File: src/rtl/dmem_responder_if.sv
// Request/response bus between a load/store requester and the data-memory responder.
// Request channel: req_valid/req_ready handshake carrying we, byte address, store data and
// byte-lane strobes. Response channel: rsp_valid/rsp_ready handshake carrying load data and
// an error flag.
//   master : requester side (drives req_*, rsp_ready)
//   slave  : responder side (drives req_ready, rsp_*)
interface dmem_responder_if #(
  parameter int unsigned ADDR_W = 32
) ();
  logic              req_valid;
  logic              req_ready;
  logic              req_we;
  logic [ADDR_W-1:0] req_addr;
  logic [31:0]       req_wdata;
  logic [3:0]        req_wstrb;
  logic              rsp_valid;
  logic              rsp_ready;
  logic [31:0]       rsp_rdata;
  logic              rsp_err;

  modport master (
    output req_valid, req_we, req_addr, req_wdata, req_wstrb, rsp_ready,
    input  req_ready, rsp_valid, rsp_rdata, rsp_err
  );

  modport slave (
    input  req_valid, req_we, req_addr, req_wdata, req_wstrb, rsp_ready,
    output req_ready, rsp_valid, rsp_rdata, rsp_err
  );
endinterface

File: src/rtl/dmem_responder.sv
// Data-memory responder: word-organised RAM behind a valid/ready request/response port with
// a fixed number of wait cycles between accepting a request and presenting its response.
// One transaction in flight; stores honour byte strobes; misaligned or out-of-range
// accesses return rsp_err=1 with zero data and do not write.
//   clk   : rising-edge clock
//   reset : asynchronous active-low reset (memory contents are kept)
//   bus   : slave side of dmem_responder_if (request and response channels)
module dmem_responder #(
  parameter int unsigned DEPTH   = 64,
  parameter int unsigned LATENCY = 2,
  parameter int unsigned ADDR_W  = 32
) (
  input logic             clk,
  input logic             reset,
  dmem_responder_if.slave bus
);
  localparam int unsigned IdxW = $clog2(DEPTH);

  typedef enum logic [1:0] {StIdle, StWait, StResp} state_e;

  state_e            state_q, state_d;
  logic [3:0]        cnt_q, cnt_d;
  logic              we_q, we_d;
  logic [ADDR_W-1:0] addr_q, addr_d;
  logic [31:0]       wdata_q, wdata_d;
  logic [3:0]        wstrb_q, wstrb_d;
  logic [31:0]       rdata_q, rdata_d;
  logic              err_q, err_d;

  logic [31:0]       mem_q [DEPTH];

  // Access path: with zero latency the access happens on the accept edge straight from the
  // bus; otherwise it uses the request captured at accept time.
  logic              acc_en;
  logic              acc_we;
  logic [ADDR_W-1:0] acc_addr;
  logic [31:0]       acc_wdata;
  logic [3:0]        acc_wstrb;
  logic              acc_err;
  logic [IdxW-1:0]   acc_idx;
  logic              mem_wr;
  logic              idle_ready;

  always_comb begin
    acc_we    = (state_q == StIdle) ? bus.req_we    : we_q;
    acc_addr  = (state_q == StIdle) ? bus.req_addr  : addr_q;
    acc_wdata = (state_q == StIdle) ? bus.req_wdata : wdata_q;
    acc_wstrb = (state_q == StIdle) ? bus.req_wstrb : wstrb_q;
    acc_en    = ((state_q == StIdle) && bus.req_valid && (LATENCY == 0)) ||
                ((state_q == StWait) && (cnt_q == 4'd0));
    // Any address bit at or above the array span makes the access out of range.
    acc_err   = (acc_addr[1:0] != 2'b00) || ((acc_addr >> (IdxW + 2)) != '0);
    acc_idx   = acc_addr[IdxW+1:2];
    mem_wr    = acc_en && acc_we && !acc_err;
  end

  always_comb begin
    state_d    = state_q;
    cnt_d      = cnt_q;
    we_d       = we_q;
    addr_d     = addr_q;
    wdata_d    = wdata_q;
    wstrb_d    = wstrb_q;
    rdata_d    = rdata_q;
    err_d      = err_q;
    idle_ready = 1'b0;

    unique case (state_q)
      StIdle: begin
        idle_ready = 1'b1;
        if (bus.req_valid) begin
          we_d    = bus.req_we;
          addr_d  = bus.req_addr;
          wdata_d = bus.req_wdata;
          wstrb_d = bus.req_wstrb;
          if (LATENCY == 0) begin
            state_d = StResp;
          end else begin
            cnt_d   = 4'(LATENCY - 1);
            state_d = StWait;
          end
        end
      end
      StWait: begin
        if (cnt_q == 4'd0) begin
          state_d = StResp;
        end else begin
          cnt_d = cnt_q - 4'd1;
        end
      end
      StResp: begin
        if (bus.rsp_ready) begin
          state_d = StIdle;
        end
      end
      default: state_d = StIdle;
    endcase

    // Response payload is latched on the access edge and held through StResp.
    if (acc_en) begin
      err_d   = acc_err;
      rdata_d = (acc_we || acc_err) ? 32'd0 : mem_q[acc_idx];
    end
  end

  always_ff @(posedge clk or negedge reset) begin
    if (!reset) begin
      state_q <= StIdle;
      cnt_q   <= 4'd0;
      we_q    <= 1'b0;
      addr_q  <= '0;
      wdata_q <= 32'd0;
      wstrb_q <= 4'd0;
      rdata_q <= 32'd0;
      err_q   <= 1'b0;
    end else begin
      state_q <= state_d;
      cnt_q   <= cnt_d;
      we_q    <= we_d;
      addr_q  <= addr_d;
      wdata_q <= wdata_d;
      wstrb_q <= wstrb_d;
      rdata_q <= rdata_d;
      err_q   <= err_d;
    end
  end

  // Storage is intentionally not reset.
  always_ff @(posedge clk) begin
    if (mem_wr) begin
      for (int i = 0; i < 4; i++) begin
        if (acc_wstrb[i]) begin
          mem_q[acc_idx][8*i +: 8] <= acc_wdata[8*i +: 8];
        end
      end
    end
  end

  // Ready is forced low while reset is held even though the state reads StIdle.
  assign bus.req_ready = idle_ready && reset;
  assign bus.rsp_valid = (state_q == StResp);
  assign bus.rsp_rdata = rdata_q;
  assign bus.rsp_err   = err_q;
endmodule

File: src/flat_wrapper.sv
// flat-port wrapper written by rule: the top's interface ports become plain ports
module dmem_responder_flat 
#(
  parameter int unsigned DEPTH   = 64,
  parameter int unsigned LATENCY = 2,
  parameter int unsigned ADDR_W  = 32
)
  (clk, reset, bus_req_valid, bus_req_we, bus_req_addr, bus_req_wdata, bus_req_wstrb, bus_rsp_ready, bus_req_ready, bus_rsp_valid, bus_rsp_rdata, bus_rsp_err);
  dmem_responder_if #(.ADDR_W(ADDR_W)) bus_i ();
  input logic clk;
  input logic reset;
  input wire logic [$bits(bus_i.req_valid)-1:0] bus_req_valid;
  input wire logic [$bits(bus_i.req_we)-1:0] bus_req_we;
  input wire logic [$bits(bus_i.req_addr)-1:0] bus_req_addr;
  input wire logic [$bits(bus_i.req_wdata)-1:0] bus_req_wdata;
  input wire logic [$bits(bus_i.req_wstrb)-1:0] bus_req_wstrb;
  input wire logic [$bits(bus_i.rsp_ready)-1:0] bus_rsp_ready;
  output wire logic [$bits(bus_i.req_ready)-1:0] bus_req_ready;
  output wire logic [$bits(bus_i.rsp_valid)-1:0] bus_rsp_valid;
  output wire logic [$bits(bus_i.rsp_rdata)-1:0] bus_rsp_rdata;
  output wire logic [$bits(bus_i.rsp_err)-1:0] bus_rsp_err;
  assign bus_i.req_valid = bus_req_valid;
  assign bus_i.req_we = bus_req_we;
  assign bus_i.req_addr = bus_req_addr;
  assign bus_i.req_wdata = bus_req_wdata;
  assign bus_i.req_wstrb = bus_req_wstrb;
  assign bus_i.rsp_ready = bus_rsp_ready;
  assign bus_req_ready = bus_i.req_ready;
  assign bus_rsp_valid = bus_i.rsp_valid;
  assign bus_rsp_rdata = bus_i.rsp_rdata;
  assign bus_rsp_err = bus_i.rsp_err;
  dmem_responder #(.DEPTH(DEPTH), .LATENCY(LATENCY), .ADDR_W(ADDR_W)) u_core (.clk(clk), .reset(reset), .bus(bus_i));
endmodule
File: config.mk
export PLATFORM = sky130hd
export DESIGN_NAME = dmem_responder_flat
export DESIGN_NICKNAME = d
export VERILOG_FILES = /design/src/rtl/dmem_responder_if.sv /design/src/rtl/dmem_responder.sv /design/src/flat_wrapper.sv
export SDC_FILE = /design/constraint.sdc
export NUM_CORES = 2
export LEC_CHECK = 0
export BUFFER_PORTS_ARGS = -buffer_cell sky130_fd_sc_hd__buf_2
export CAP_MARGIN = 10
export CELL_PAD_IN_SITES_DETAIL_PLACEMENT = 1
export CELL_PAD_IN_SITES_GLOBAL_PLACEMENT = 2
export CORE_MARGIN = 4
export CORE_UTILIZATION = 35
export DETAILED_ROUTE_END_ITERATION = 12
export PLACE_DENSITY_LB_ADDON = 0.25
export SETUP_SLACK_MARGIN = 0.3
export SYNTH_ARGS = -nofsm -noshare
export SYNTH_HDL_FRONTEND = slang
export SYNTH_SLANG_ARGS = --single-unit
File: constraint.sdc
create_clock -name clk -period 7.25 [get_ports clk]
set_clock_uncertainty 0.1 [all_clocks]
set_input_delay 1.45 -clock clk [delete_from_list [all_inputs] [get_ports clk]]
set_output_delay 1.45 -clock clk [all_outputs]
set_load 0.01 [all_outputs]
==> results.cfg <==
[critical_path]
crit_path_end_kind = flip-flop
crit_buf_inv = 2
critPathMaxFanout = 46
crit_family = simple AND/OR/NAND/NOR gates
max_stage_delay_ps = 1030
slowest_stage = nor3_1
startpoint_type = flip-flop
worstPathArrival_ps = 5490
critPathKind = reg -> reg
cp.required_ps = 7600
crit_chain = nor2_4 -> buf_4 -> nand2_1 -> nand2_1 -> nand3_4 -> buf_4 -> nor3_1

[synthesis]
yosys_register_bits = 2156
ys_dominant_reg_cell = edfxtp_1
netlist-cell-type-count = 77
synth-xor-area-share_pct = 0.0213
synth_top_family_by_area = compound AO/OA/AOI/OAI gates
ys_async_sr_fraction_pct = 5.01
avgSynthCellArea_um2 = 14.9
synth_simple_gate_area_share_pct = 8.53
synth_edf_count = 2048
synth-compound-area-share_pct = 9.61
synth_warnings = 0
synthesis.instances = 5536
yosysSeqAreaShare_pct = 78.0
syn-cell-area_um2 = 82400
syn_nets = 5610
synthMuxAreaShare_pct = 1.77
synth_fa_ha_area_share_pct = 0.0152

[placed_design]
port_buffers = 107
gp_congestion = 0.814
detailed_place_hpwl_mm = 177
dp.cells = 8586
dp_slack_ps = 1570

[clocking]
ctsLongestPathBuffers = 3
clk-insertion-delay-late_ps = 870
ctsHtreeMaxLevel = 4
cts_resized = 0
numCtsBuffers = 222
cts_tree = built
hold_buffers = 0
path_clk_slew_ps = 60
clkSinkCount = 2156
root_buffer = clkbuf_16
cts_setup_buffers = 0

[drt]
ant_nets = 0
routed_wl_mm = 301
drt_iter0_drc = 5554
drc = 0
via_per_inst = 5.86
wl_per_cell_um = 33.2
drt_first_pass_iters = 6
num_vias = 53031

[finish]
fillerInstances = 23411
seq_area_um2 = 64200
drive_gt1_share_pct = 14.2
synthToLayoutAreaGrowth_pct = 15.2
final_nets = 5788
multiInputGateArea_um2 = 16900
final_cells = 9049

[die]
floorplan.rows = 177
start_util_pct = 35.3
coreArea_um2 = 233000
pin_count = 108
dieArea_um2 = 243000
die_y_um = 493
die_w_um = 493

[sta]
rsz0062_at_grt = false
finalCriticalPeriod_ps = 5140
drv_slew = 0
hold_viol = 0
setup_viol = 0
maxSlewHeadroom_pct = 9.50
layout_setup_ws_ps = 2110
fin_crit_sh_pct = 70.9
tightest_slew_ps = 1350
max_freq_mhz = 194
fin_setup_tns_ps = 0

[global_route]
grt_usage_pct = 24.1
grt_pass1_vias = 53592
grt_start_max_net_pins = 120
grt_pass1_wl_mm = 421
antenna_found_initial = 21
grt_overflow_total = 0

[min_path]
min_path_type = in -> async

[status]
status = finished clean

[job]
maxCapViolations = 0

[power_and_ir_drop]
powerDensity_nw_per_um2 = 464
p_leak_nw = 30.6
vdd_drop_max_mv = 0.386
[cell usage in the layout (no fill, tap or decap), types with 39 or more instances in the layout]
| cell | n |
|---|---|
| a32o_1 | 39 |
| clkinv_2 | 41 |
| buf_4 | 168 |
| mux2i_1 | 59 |
| o22ai_1 | 469 |
| a21oi_1 | 313 |
| buf_2 | 136 |
| nand2_1 | 747 |
| nor3_1 | 310 |
| dfrtp_1 | 108 |
| nand3_1 | 89 |
| nor4_1 | 66 |
| edfxtp_1 | 2048 |
| clkbuf_16 | 227 |
| nor2_1 | 295 |
| clkbuf_1 | 58 |
| a31oi_1 | 110 |
| a32oi_1 | 58 |
| mux2_2 | 73 |
[power by group]
group	total (mW)	internal [mW]	switching, mW
clock network	11.5	6.61	4.92
logic	15.6	3.16	12.4
registers	16.9	16.6	0.260
[state kept, by name, summed over array words and instances, names as in the netlist]
name	count
u_core.we_q	1
u_core.state_q	2
u_core.cnt_q	4
u_core.wstrb_q	4
u_core.bus.rsp_err	1
u_core.mem_q	2048
u_core.bus.rsp_rdata	32
u_core.wdata_q	32
u_core.addr_q	32
[per-stage QoR]
stage | instance area, µm² | hold slack [ps] | power, mW | utilization [%]
after floorplan | 82400 | 362 | 24.5 | -
after global placement | 87100 | 389 | 32.6 | 37.3
after detailed placement | 87300 | 396 | 32.8 | 37.4
after CTS | 94700 | 342 | 44.2 | 40.5
after global routing | 94900 | 359 | 45.5 | 40.6
final | 94900 | 389 | 44.0 | 40.6
[Yosys cell counts, types with 34 or more instances]
master | count | area [µm²]
nor3_1 | 327 | 1640
mux2_2 | 73 | 822
o221ai_1 | 34 | 298
mux2i_1 | 61 | 611
a32oi_1 | 58 | 508
nor2_1 | 296 | 1110
a21oi_1 | 314 | 1570
a32o_1 | 39 | 390
nor4_1 | 66 | 413
edfxtp_1 | 2048 | 61500
a31oi_1 | 110 | 688
o22ai_1 | 469 | 2930
buf_2 | 148 | 741
nand2_1 | 782 | 2940
clkbuf_1 | 148 | 556
nand3_1 | 97 | 485
dfrtp_1 | 108 | 2700
buf_1 | 83 | 312
[metal layers]
layer	GRT usage [%]	vias to the layer above	wire (µm)
li1	-	22073	-
met1	34.2	28123	129000
met2	38.2	2373	139000
met3	4.71	456	24100
met4	6.42	6	8230
met5	0	-	29
[logic make-up after synthesis]
logic type / count (synthesis)
AOI/OAI and AO/OA: 1212
xor gates and xnor gates: 2
adders and majority gates: 1
buffers and inverters: 399
DFF: 2156
muxes: 136
and+or+nand+nor: 1630
[path summary, 6_finish.rpt]
path / start / endpoint / slack (ps) / cells after the start
worst max-delay path: u_core.state_q[0] / u_core.mem_q[51][9] / 2110 / 7
worst min-delay path: reset / u_core.wdata_q[28] / 390 / 1
worst max register to register: u_core.state_q[0] / u_core.mem_q[51][9] / 2110 / 7
worst min register to register: u_core.addr_q[16] / u_core.addr_q[16] / 400 / 1
max in group asynchronous: reset / u_core.bus.rsp_rdata[0] / 4800 / 3
min in group clk: u_core.addr_q[16] / u_core.addr_q[16] / 400 / 1
[layout make-up]
cell class | count | share of cell area, %
repair buffers | 344 | 2.60
well taps | 3132 | 4.13
clock buffers | 308 | 6.55
clock inverters | 112 | 1.15
inverters | 9 | 0.0356
multi-input cells | 2981 | 17.9
diodes | 7 | 0.0185
flip-flops and latches | 2156 | 67.7
No activity file was read; power rests on OpenSTA's default activity.
